### src/rtl/instruction_loader.sv
// instruction_loader: assembles UART bytes (MSB first) into instruction words
// and writes them to consecutive instruction-memory addresses until a HALT word
// has been written or the memory is full.
module instruction_loader #(
   parameter int                 NB_DATA   = 32,
   parameter int                 N_BITS    = 8,
   parameter int                 NB_ADDR   = 7,
   parameter logic [NB_DATA-1:0] HALT_WORD = 32'hFC000000
) (
   input  logic               clock,
   input  logic               reset,
   input  logic               load_start_i,
   input  logic [N_BITS-1:0]  rx_data_i,
   input  logic               rx_done_tick_i,
   output logic               wr_en_o,
   output logic [NB_ADDR-1:0] wr_addr_o,
   output logic [NB_DATA-1:0] wr_data_o,
   output logic               busy_o,
   output logic               load_done_o,
   output logic               overflow_o,
   output logic [NB_ADDR:0]   word_count_o
);

   localparam int BYTES = NB_DATA / N_BITS;
   localparam int BCW   = (BYTES > 1) ? $clog2(BYTES) : 1;

   typedef enum logic [1:0] {
      IDLE = 2'd0,
      LOAD = 2'd1,
      DONE = 2'd2
   } state_t;

   state_t             state;
   state_t             state_next;
   logic [BCW-1:0]     byte_cnt;
   logic [NB_ADDR-1:0] addr_cnt;
   logic [NB_DATA-1:0] shift_reg;

   logic               start;
   logic               byte_take;
   logic               word_done;
   logic               is_halt;
   logic               at_last;
   logic [NB_DATA-1:0] word_next;

   // A start pulse is only honoured outside LOAD; bytes only count inside LOAD.
   assign start     = load_start_i && (state != LOAD);
   assign byte_take = (state == LOAD) && rx_done_tick_i;
   assign word_done = byte_take && (byte_cnt == BCW'(BYTES - 1));
   assign word_next = {shift_reg[NB_DATA-N_BITS-1:0], rx_data_i};
   assign is_halt   = (word_next == HALT_WORD);
   assign at_last   = (addr_cnt == {NB_ADDR{1'b1}});

   assign busy_o      = (state == LOAD);
   assign load_done_o = (state == DONE);

   // State register.
   always_ff @(posedge clock or posedge reset) begin
      if (reset) begin
         state <= IDLE;
      end else begin
         state <= state_next;
      end
   end

   // Next state: the load ends on the word that is HALT or lands on the last address.
   always_comb begin
      state_next = state;
      case (state)
         IDLE: if (load_start_i) state_next = LOAD;
         LOAD: if (word_done && (is_halt || at_last)) state_next = DONE;
         DONE: if (load_start_i) state_next = LOAD;
         default: state_next = IDLE;
      endcase
   end

   // Byte assembly, write strobe generation and load bookkeeping.
   always_ff @(posedge clock or posedge reset) begin
      if (reset) begin
         byte_cnt     <= '0;
         addr_cnt     <= '0;
         shift_reg    <= '0;
         wr_en_o      <= 1'b0;
         wr_addr_o    <= '0;
         wr_data_o    <= '0;
         overflow_o   <= 1'b0;
         word_count_o <= '0;
      end else begin
         wr_en_o <= 1'b0;
         if (start) begin
            byte_cnt     <= '0;
            addr_cnt     <= '0;
            shift_reg    <= '0;
            overflow_o   <= 1'b0;
            word_count_o <= '0;
         end else if (byte_take) begin
            shift_reg <= word_next;
            if (word_done) begin
               byte_cnt     <= '0;
               wr_en_o      <= 1'b1;
               wr_addr_o    <= addr_cnt;
               wr_data_o    <= word_next;
               word_count_o <= word_count_o + 1'b1;
               if (!at_last) begin
                  addr_cnt <= addr_cnt + 1'b1;
               end
               if (at_last && !is_halt) begin
                  overflow_o <= 1'b1;
               end
            end else begin
               byte_cnt <= byte_cnt + 1'b1;
            end
         end
      end
   end

endmodule

### config.mk
export PLATFORM = sky130hd
export DESIGN_NAME = instruction_loader
export DESIGN_NICKNAME = d
export VERILOG_FILES = /design/src/rtl/instruction_loader.sv
export SDC_FILE = /design/constraint.sdc
export NUM_CORES = 1
export LEC_CHECK = 0
export ABC_AREA = 0
export CAP_MARGIN = 20
export CORE_AREA = 5 5 94 96
export DETAILED_ROUTE_END_ITERATION = 8
export DIE_AREA = 0 0 99 101
export GPL_TIMING_DRIVEN = 0
export PLACE_DENSITY_LB_ADDON = 0.3
export SLEW_MARGIN = 20
export SYNTH_ARGS = -nofsm -noshare
export SYNTH_HDL_FRONTEND = slang
export SYNTH_SLANG_ARGS = --single-unit
### constraint.sdc
create_clock -name clock -period 5.1 [get_ports clock]
set_input_delay 1.53 -clock clock [delete_from_list [all_inputs] [get_ports clock]]
set_output_delay 1.53 -clock clock [all_outputs]
set_load 0.02 [all_outputs]
* After elaboration in Yosys (flattened, before gate mapping)
Cells that the tools add are included.
Operators by class: $add $sub $neg 3, muxes and demuxes 22, reductions and logical operators 17, equality and inequality tests 9, bitwise operators 1
Operators by type and width (count):
- 24-bit 2-to-1 mux | 2
- 32-bit equality test (second input constant) | 1
- 7-bit 2-to-1 mux | 4
- 8-bit 2-to-1 mux | 3
- 2-bit 2-to-1 mux | 5
- 3-bit AND reduction | 3
- 8-bit by 1-bit adder with 8-bit output (second input constant) | 1
- 7-bit by 1-bit adder with 7-bit output (second input constant) | 1
- 7-bit equality test (second input constant) | 1
- 1-bit 2-to-1 mux | 7
- 2-bit by 1-bit inequality test with 1-bit output (second input constant) | 3
- 2-bit nonzero test | 3
- 1-bit logical AND | 5
- 2-bit equality test (second input constant) | 2
- 2-bit case mux with 2 select lines | 1
- 2-bit AND reduction | 2
- 2-bit by 1-bit adder with 2-bit output (second input constant) | 1
- 2-bit by 1-bit equality test with 1-bit output (second input constant) | 1
- 2-bit zero test | 1
- 2-bit inequality test (second input constant) | 1
- 2-bit OR reduction | 1
- 1-bit zero test | 1
- 1-bit logical OR | 1
- 1-bit NOT | 1
Storage, ports and cells: bits of input ports 12, output and inout bits 51, logic and storage cells 61, register bits 84

* Logic depth before layout (Yosys ltp)
Gate-level depths: netlist (run 1).
depth in word-level cells 7, gate-level depth with buffers 7, mapped depth without buffers 6

* Worst setup path before layout (run 1)
Ideal clock, no wire load.
kind input-to-reg, start point input port rx_done_tick_i, end point register addr_cnt[4], buffers on the path 0, path slack 2.701 ns, stages 5, data required time 4.981 ns, setup time 0.119 ns, arrival time 2.281 ns, path through nand4b_4 -> clkinv_4 -> o21ai_4 -> o31a_1 -> o21a_1
Between the ends: longest elaborated chain between the ends 4, elaborated cells between the ends (all ways) 5, classes of those cells 5 x reduce/logical
RTL lines:
- start: declaration | line 14 | input logic rx_done_tick_i,
- 1-bit logical AND (*) | line 48 | assign byte_take = (state == LOAD) && rx_done_tick_i;
- 1-bit logical AND | line 49 | assign word_done = byte_take && (byte_cnt == BCW'(BYTES - 1));
- 2-bit nonzero test (no line)
- 3-bit AND reduction (no line) (*)
- end signal: assignment | line 105 | addr_cnt <= addr_cnt + 1'b1;
- end: declaration | line 36 | logic [NB_ADDR-1:0] addr_cnt;
Every way passes the cells marked *; elsewhere a longest branch is shown, timed or not. A chain may end at the register's enable or synchronous reset.

* Worst setup path in the final report (run 1)
start point register state[1], end point output port busy_o
Between the ends: longest elaborated chain between the ends 1
RTL lines:
- start: declaration | line 33 | state_t state;
- start signal: assignment | line 62 | state <= state_next;
- 2-bit by 1-bit equality test with 1-bit output | line 54 | assign busy_o = (state == LOAD);
- end: declaration | line 18 | output logic busy_o,
Every way passes these cells.

==> run metrics, run 1 <==
fin util a little under three fifths; Max Buffers Root-to-Sink 2; Seq pwr share 43.2%; Core ar. 7970 um2; top cells by count, synth nand2_1, dfrtp_1, a22o_1; Synth Flop Type dfrtp_1; PD cells 518 nW/um2; yosys warns 0; share of cells above drive strength 1 8.62%; worst slew pin tran 0.469 ns; path depth of the worst reg2reg path 7; Mapped Area 3470 um2; Reg-to-Reg Start byte_cnt[0]$_DFFE_PP0P_; GRT Total Usage 16.2%; top cell type's share of synthesized area 60.6%; Hold Slack 0.474 ns; Int Pwr 1500 uW; R2R Setup Slk 3.51 ns; CP required 3.57 ns; gpl congestion 0.812; Switching Fraction 35.0%; Critical Path End busy_o; finished layout cell area around 4500 um2; Via Count 2645; sequential fraction of the synthesis area 60.6%; clk root buf clkbuf_8; placed cell area 4250 um2; post-synth top area cell dfrtp_1; # rows 33; Comb power frac between 30% and 40%; FF+latch area ~2100 um2; Slew Viols, Final 0; post-DR wirelength/cell roughly 15 um; max reg flops 32; min Tclk post-route 3.16 ns; total clock sinks 84; clock share of power 21.6%; Die Y-Extent 101 um; ANT cells 0; P_sw 807 uW; Starting Density 43.5%; Max H-tree Level 3; Total Wirelength 7.75 mm; reg2reg end wr_addr_o[4]$_DFFE_PP0P_; final setup vio count 0; EDFF count, synth 0; Avg Cell Area, Syn 10.6 um2; # DRC 0; Tot Pwr 2310 uW; HP Class flop to flop; most frequent cell after synthesis nand2_1; final net count 417; initial drt markers 111; flops & latches, synth 84; Num CTS Buffers 9; I/O pin total 63; TritonCTS clock tree yes; net count after synthesis 343; crit path from state[1]$_DFFE_PP0P_; Pleak between 0.002 and 0.0025 uW; Fmax 0.316 GHz; Die X 99 um; hold buffers post-CTS 0; total gr overflow 0; status complete, no violations; Worst-path clk slew 0.08 ns; worst-skew pair later-pin latency between 0.3 and 0.4 ns; ys async rst share 100%; largest net degree at the start of global routing 50; post-cts resize count 0; Worst Setup Start Kind flop; relative slew slack just under 70%; critical path class flop to output pin; CP max FO 5; # port buffers 62; multi-input logic area 1240 um2; final hold viol count 0; antenna viol nets, final 0; router iterations before antenna repair 4; first-pass GRT wire length 13.0 mm; Worst VDD drop between 0.0002 and 0.00025 V; RSZ-0062 raised after global routing no; area grow syn2layout 28.5%; Cells after Synth 328; CP endpoint kind output pin; drt via density 5.18; hpwl dp 5.52 mm; Synth cell types 42; antenna violations before repair 0; Die Area 10000 um2; skew final about 0.008 ns; fillcell total approximately 690; max_cap viols 0; Sum Neg Setup Slack 0 ns; Area contributors post-synth dfrtp_1, nand2_1, a22o_1; critical path arrival between 1.5 and 2 ns; number of global-route vias before repair 2677; Final Cycle Share 62.0%; Post-CTS Setup Bufs 0
[power by group through the flow]
stage	clock network, uW	registers, uW	logic, uW
2_1_floorplan	0	1150	275
3_3_place_gp	0	1000	800
3_5_place_dp	0	1010	821
4_1_cts	508	997	823
5_1_grt	536	1020	881
6_report	499	997	811
[cells by family after synthesis]
logic type / count (synthesis) / synth area share (%)
xor+xnor: 6 / 1.52
buf+inv: 19 / 3.50
flops: 84 / 60.6
compound gates: 43 / 9.96
mux: 4 / 1.15
simple gates: 169 / 22.2
fa+ha+maj: 3 / 1.08
[per-layer routing]
layer | vias up | global-route usage (%) | wire length (um)
met3 | 6 | 4.98 | 478
met2 | 74 | 25.5 | 3540
li1 | 1262 | - | -
met4 | 0 | 4.41 | 82
met1 | 1303 | 21.9 | 3650
met5 | - | 0 | 0
[critical path: stages (launching register included)]
cell             delay, ns
dfrtp_1               0.39
nand2b_2              0.22
inv_2                 0.08
clkdlybuf4s50_1       0.60
[worst min path at each step]
stage / from / endpoint / slack, ns / cells after the start
2_1_floorplan: shift_reg[21]$_DFFE_PP0P_ / wr_data_o[29]$_DFFE_PP0P_ / 0.45 / 2
3_3_place_gp: wr_data_o[26]$_DFFE_PP0P_ / wr_data_o[26]$_DFFE_PP0P_ / 0.46 / 2
3_5_place_dp: wr_data_o[3]$_DFFE_PP0P_ / wr_data_o[3]$_DFFE_PP0P_ / 0.46 / 2
4_1_cts: wr_data_o[21]$_DFFE_PP0P_ / wr_data_o[21]$_DFFE_PP0P_ / 0.48 / 2
5_1_grt: wr_data_o[20]$_DFFE_PP0P_ / wr_data_o[20]$_DFFE_PP0P_ / 0.51 / 2
6_report: wr_data_o[21]$_DFFE_PP0P_ / wr_data_o[21]$_DFFE_PP0P_ / 0.47 / 2
[layout make-up]
cell class | count | area share, %
sequential | 84 | 47.2
multi-input combinational | 225 | 27.9
timing repair buffer | 63 | 14.5
tap | 105 | 2.95
clock buffer | 10 | 2.86
buffer | 15 | 2.27
clock inverter | 5 | 1.74
inverter | 4 | 0.505
[layout by cell type (no fill, tap or decap), drive strengths merged, types with 5 or more instances in the layout]
cell type | netlist | routed
nor2 | 11 | 11
dfrtp | 84 | 84
buf | 11 | 12
nor4 | 5 | 5
nand2 | 125 | 125
a22o | 23 | 23
clkbuf | 4 | 14
clkdlybuf4s50 | 0 | 62
o21ai | 7 | 7
nand4 | 7 | 7
[per-stage QoR]
stage                     setup WS [ns]  std cells
after floorplan                    1.40        328
after global placement            0.116        495
after detailed placement           1.97        496
after CTS                          1.91        511
after global routing               1.86        511
final                              1.94        511
No activity file was read; power rests on OpenSTA's default activity.
==> inputs of run 2 (changes only) <==
==> constraint.sdc (replaced) <==
create_clock -name clock -period 2.6 [get_ports clock]
set_input_delay 0.78 -clock clock [delete_from_list [all_inputs] [get_ports clock]]
set_output_delay 0.78 -clock clock [all_outputs]
set_load 0.02 [all_outputs]
==> run 2 against run 1 <==
Clock skew up 0.0032 ns. Clock power up 110%. Global-route usage up 0.24 points. Non-clock buffer count up 2. Total power up 99%. Setup slack worse by 1.8 ns. Largest cell class unchanged.
==> run metrics, run 2 (synthesis results as in run 1) <==
commonest non-fill, non-tap cells in the layout nand2_1, dfrtp_1, clkdlybuf4s50_1, a22o_1, nor2_1; total clock sinks 84; placed cell area 4300 um2; CP bufs+invs 2; CP max-delay cell clkdlybuf4s50_1; Worst Setup Start Kind flop; max_cap viols 0; post-cts resize count 0; Pleak about 0.0022 uW; drt via density 5.15; worst slew pin tran 0.474 ns; post-DR wirelength/cell ~15 um; HP Start wr_data_o[20]$_DFFE_PP0P_; Crit path max-delay family buffers and inverters; area grow syn2layout 30.4%; CP endpoint kind output pin; final setup vio count 0; Final Cycle Share roughly 93%; hpwl dp 5.64 mm; antenna viol nets, final 0; Starting Density 43.5%; share of cells above drive strength 1 9.29%; RSZ-0062 raised after global routing no; Max H-tree Level 3; Worst-path clk slew 0.09 ns; skew final 0.0114 ns; R2R Setup Slk 1.01 ns; gpl congestion between 0.8 and 0.9; Tot Pwr 4580 uW; HP Class flop to flop; total gr overflow 0; router iterations before antenna repair 4; path depth of the worst reg2reg path 7; CP Cell Sequence nand2b_2 -> inv_2 -> clkdlybuf4s50_1; CP max FO 5; final cell count without fillers a little over 500; # port buffers 62; Worst VDD drop 0.000490 V; clk root buf clkbuf_8; initial drt markers 106; reg2reg end wr_data_o[12]$_DFFE_PP0P_; critical path class flop to output pin; max reg flops 32; Reg-to-Reg Start byte_cnt[0]$_DFFE_PP0P_; worst hold endpoint wr_data_o[20]$_DFFE_PP0P_; Num CTS Buffers 9; CP required between 1.5 and 2 ns; antenna violations before repair 0; PD cells 1010 nW/um2; min Tclk post-route 2.42 ns; commonest non-fill, non-tap cell in the layout nand2_1; Via Count 2649; Max Buffers Root-to-Sink 2; dpl cells 498; critical path arrival between 1.5 and 2 ns; post-route setup slack 0.181 ns; worst-skew pair later-pin latency around 0.35 ns; largest net degree at the start of global routing 31; worst slack at placement around 0.23 ns; Die X 99 um; Sum Neg Setup Slack 0 ns; Die Area 10000 um2; GRT Total Usage between 15 and 20%; Core ar. 7970 um2; max incr delay on CP 0.60 ns; ANT cells 0; first-pass GRT wire length 13.0 mm; TritonCTS clock tree yes; number of global-route vias before repair 2591; finished layout cell area 4520 um2; final hold viol count 0; Die Y-Extent 101 um; final net count 419; Post-CTS Setup Bufs 0; relative slew slack 68.4%; I/O pin total 63; # rows 33; status complete, no violations; Total Wirelength 7.74 mm; Fmax 0.413 GHz; hold buffers post-CTS 0; hold path cells 2; Slew Viols, Final 0; # DRC 0
[run 2: worst max-delay path by stage]
stage,depth (start not counted),start,slack (ns),to
2_1_floorplan,1,reset,0.85,addr_cnt[0]$_DFFE_PP0P_
3_3_place_gp,2,reset,-0.07,wr_data_o[0]$_DFFE_PP0P_
3_5_place_dp,7,rx_done_tick_i,0.23,wr_data_o[12]$_DFFE_PP0P_
4_1_cts,3,state[1]$_DFFE_PP0P_,0.16,busy_o
5_1_grt,3,state[1]$_DFFE_PP0P_,0.11,busy_o
6_report,3,state[1]$_DFFE_PP0P_,0.18,busy_o
[run 2: tightest hold or removal path, delay by kind of cell (launching register included)]
| kind | cells | cell delay (ns) |
|---|---|---|
| flip-flops | 1 | 0.35 |
| AND/OR/NAND/NOR | 2 | 0.10 |
[run 2: metal layers]
metal | vias to the layer above | wire length, um | GRT usage, % | part of all wire (%)
met3 | 14 | 456 | 4.22 | 5.9
met2 | 78 | 3530 | 24.5 | 46
met5 | - | 0 | 0 | 0
li1 | 1266 | - | - | -
met4 | 0 | 185 | 7.88 | 2.4
met1 | 1291 | 3560 | 22.5 | 46
[run 2: layout make-up]
| class | instances | area (um2) |
|---|---|---|
| clock inverters | 6 | 96.3 |
| plain buffers | 15 | 101 |
| multi-input cells | 225 | 1240 |
| inverters | 4 | 23.8 |
| clock buffers | 10 | 128 |
| repair buffers | 65 | 696 |
| well taps | 105 | 131 |
| fillers | 688 | 3450 |
| flip-flops and latches | 84 | 2100 |
[run 2: power breakdown]
group / switching, uW / internal, uW / total, uW
clock network: 476 / 553 / 1030
logic: 854 / 744 / 1600
registers: 283 / 1670 / 1950
[run 2: stage by stage]
step	hold slack, ns	utilization, %
3_5_place_dp	0.461	53.9
4_1_cts	0.487	56.8
5_1_grt	0.504	56.8
2_1_floorplan	0.454	-
3_3_place_gp	0.459	53.0
6_report	0.479	56.8
==> inputs of run 3 (changes only) <==
--- a/config.mk
+++ b/config.mk
@@ -7,10 +7,11 @@
 export LEC_CHECK = 0
 export ABC_AREA = 0
 export CAP_MARGIN = 20
-export CORE_AREA = 5 5 94 96
+export CORE_AREA = 5 5 92 94
 export DETAILED_ROUTE_END_ITERATION = 8
-export DIE_AREA = 0 0 99 101
+export DIE_AREA = 0 0 97 99
 export GPL_TIMING_DRIVEN = 0
+export HOLD_SLACK_MARGIN = 0.05
 export PLACE_DENSITY_LB_ADDON = 0.3
 export SLEW_MARGIN = 20
 export SYNTH_ARGS = -nofsm -noshare
==> run 3 against run 2 <==
Global-route usage down 0.065 points. Total power shrank 4.3%. Register-to-register slack is essentially flat. Clock-buffer cell count fell by 1. First-iteration DRC count is 18% higher. Die area shrank 4.0%. Sequential cell count unchanged. Sequential share of layout area grew 0.86 points. Highest routed layer unchanged.
==> run metrics, run 3 (synthesis results as in run 1) <==
fillcell total 642; PD cells 987 nW/um2; final setup vio count 0; total clock sinks between 80 and 90; Die Area 9600 um2; Worst Setup Start Kind flop; largest net degree at the start of global routing 34; Fmax between 0.4 and 0.5 GHz; critical path class flop to output pin; Starting Density 45.8%; final net count between 400 and 500; # DRC 0; post-DR wirelength/cell 14.8 um; Die Y-Extent 99 um; critical path arrival 1.66 ns; skew final 0.0111 ns; hpwl dp approximately 5.4 mm; initial drt markers between 100 and 150; final hold viol count 0; drt via density about 5.1; CP max FO 4; I/O pin total 63; Num CTS Buffers 9; fin util 58.7%; Core ar. 7570 um2; antenna viol nets, final 0; Slew Viols, Final 0; relative slew slack 52.1%; TritonCTS clock tree yes; Worst VDD drop 0.000449 V; GRT Total Usage 16.4%; clk root buf clkbuf_8; # port buffers 62; Max Buffers Root-to-Sink 2; Post-CTS Setup Bufs 0; CP Cell Sequence and2b_1 -> clkdlybuf4s50_1; max incr delay on CP 0.62 ns; finished layout cell area roughly 4400 um2; max_cap viols 0; Hold Slack between 0.4 and 0.5 ns; min Tclk post-route 2.44 ns; max reg flops 32; Final Cycle Share ~94%; Die X approximately 97 um; # rows 32; number of global-route vias before repair 2593; Via Count about 2600; share of cells above drive strength 1 9.09%; gpl congestion 0.814; Crit path max-delay family buffers and inverters; CP bufs+invs 1; placed cell area 4270 um2; post-cts resize count 0; Total Wirelength 7.54 mm; CP required 1.82 ns; hold buffers post-CTS 0; commonest non-fill, non-tap cell in the layout nand2_1; area grow syn2layout 28.0%; Worst-path clk slew roughly 0.090 ns; status complete, no violations; antenna violations before repair 0; HP Class flop to flop; Pleak 0.00215 uW; worst-skew pair later-pin latency 0.36 ns; ANT cells 0; total gr overflow 0; first-pass GRT wire length between 10 and 15 mm; CP endpoint kind output pin; Max H-tree Level 3; CP max-delay cell clkdlybuf4s50_1; Tot Pwr 4380 uW; worst slew pin tran 0.717 ns; router iterations before antenna repair 4; RSZ-0062 raised after global routing no; commonest non-fill, non-tap cells in the layout nand2_1, dfrtp_1, clkdlybuf4s50_1, a22o_1, nor2_1
==> run 3: layout make-up <==
| type | count | area [um2] | area share, % |
|---|---|---|---|
| clock buffer | 9 | 124 | 2.79 |
| multi-input combinational | 225 | 1240 | 28.0 |
| tap | 102 | 128 | 2.87 |
| clock inverter | 6 | 48.8 | 1.10 |
| timing repair buffer | 64 | 668 | 15.0 |
| inverter | 4 | 23.8 | 0.535 |
| buffer | 15 | 101 | 2.28 |
| sequential | 84 | 2100 | 47.3 |
==> run 3: final timing paths <==
check                                     startpoint                         to  slack [ns]  cells past startpoint
max in group asynchronous                      reset   wr_data_o[6]$_DFFE_PP0P_        0.96                      4
min in group asynchronous                      reset       state[1]$_DFFE_PP0P_        0.88                      2
setup / recovery                state[0]$_DFFE_PP0P_                load_done_o        0.16                      2
setup reg to reg             byte_cnt[0]$_DFFE_PP0P_   wr_addr_o[3]$_DFFE_PP0P_        1.02                      7
hold reg to reg            wr_data_o[21]$_DFFE_PP0P_  wr_data_o[21]$_DFFE_PP0P_        0.48                      2
hold / removal             wr_data_o[21]$_DFFE_PP0P_  wr_data_o[21]$_DFFE_PP0P_        0.48                      2
==> run 3: power breakdown <==
part | leakage, uW | switching [uW] | internal (uW)
Sequential | 0.00108 | 276 | 1670
Clock | 0.0000787 | 493 | 351
Combinational | 0.00100 | 852 | 739
==> run 3: metrics by stage <==
stage          TNS [ns]  worst slack (ns)  cells
2_1_floorplan         0             0.854    328
3_3_place_gp      -4.25           -0.0561    492
3_5_place_dp          0             0.260    494
4_1_cts               0             0.150    509
5_1_grt               0            0.0814    509
6_report              0             0.156    509
==> run 3: routing by layer <==
| layer | vias up | part of all wire (%) | global-route usage, % |
|---|---|---|---|
| met5 | - | 0 | 0 |
| met4 | 0 | 1.4 | 5.51 |
| met3 | 11 | 5.0 | 4.95 |
| met2 | 52 | 45 | 24.6 |
| met1 | 1253 | 48 | 22.9 |
| li1 | 1268 | - | - |
==> run 3: tightest hold or removal path, cell delays in order, from the launching register on <==
cell and delay (ns):
dfrtp_1 0.35, nand2_1 0.05, nand2_1 0.05
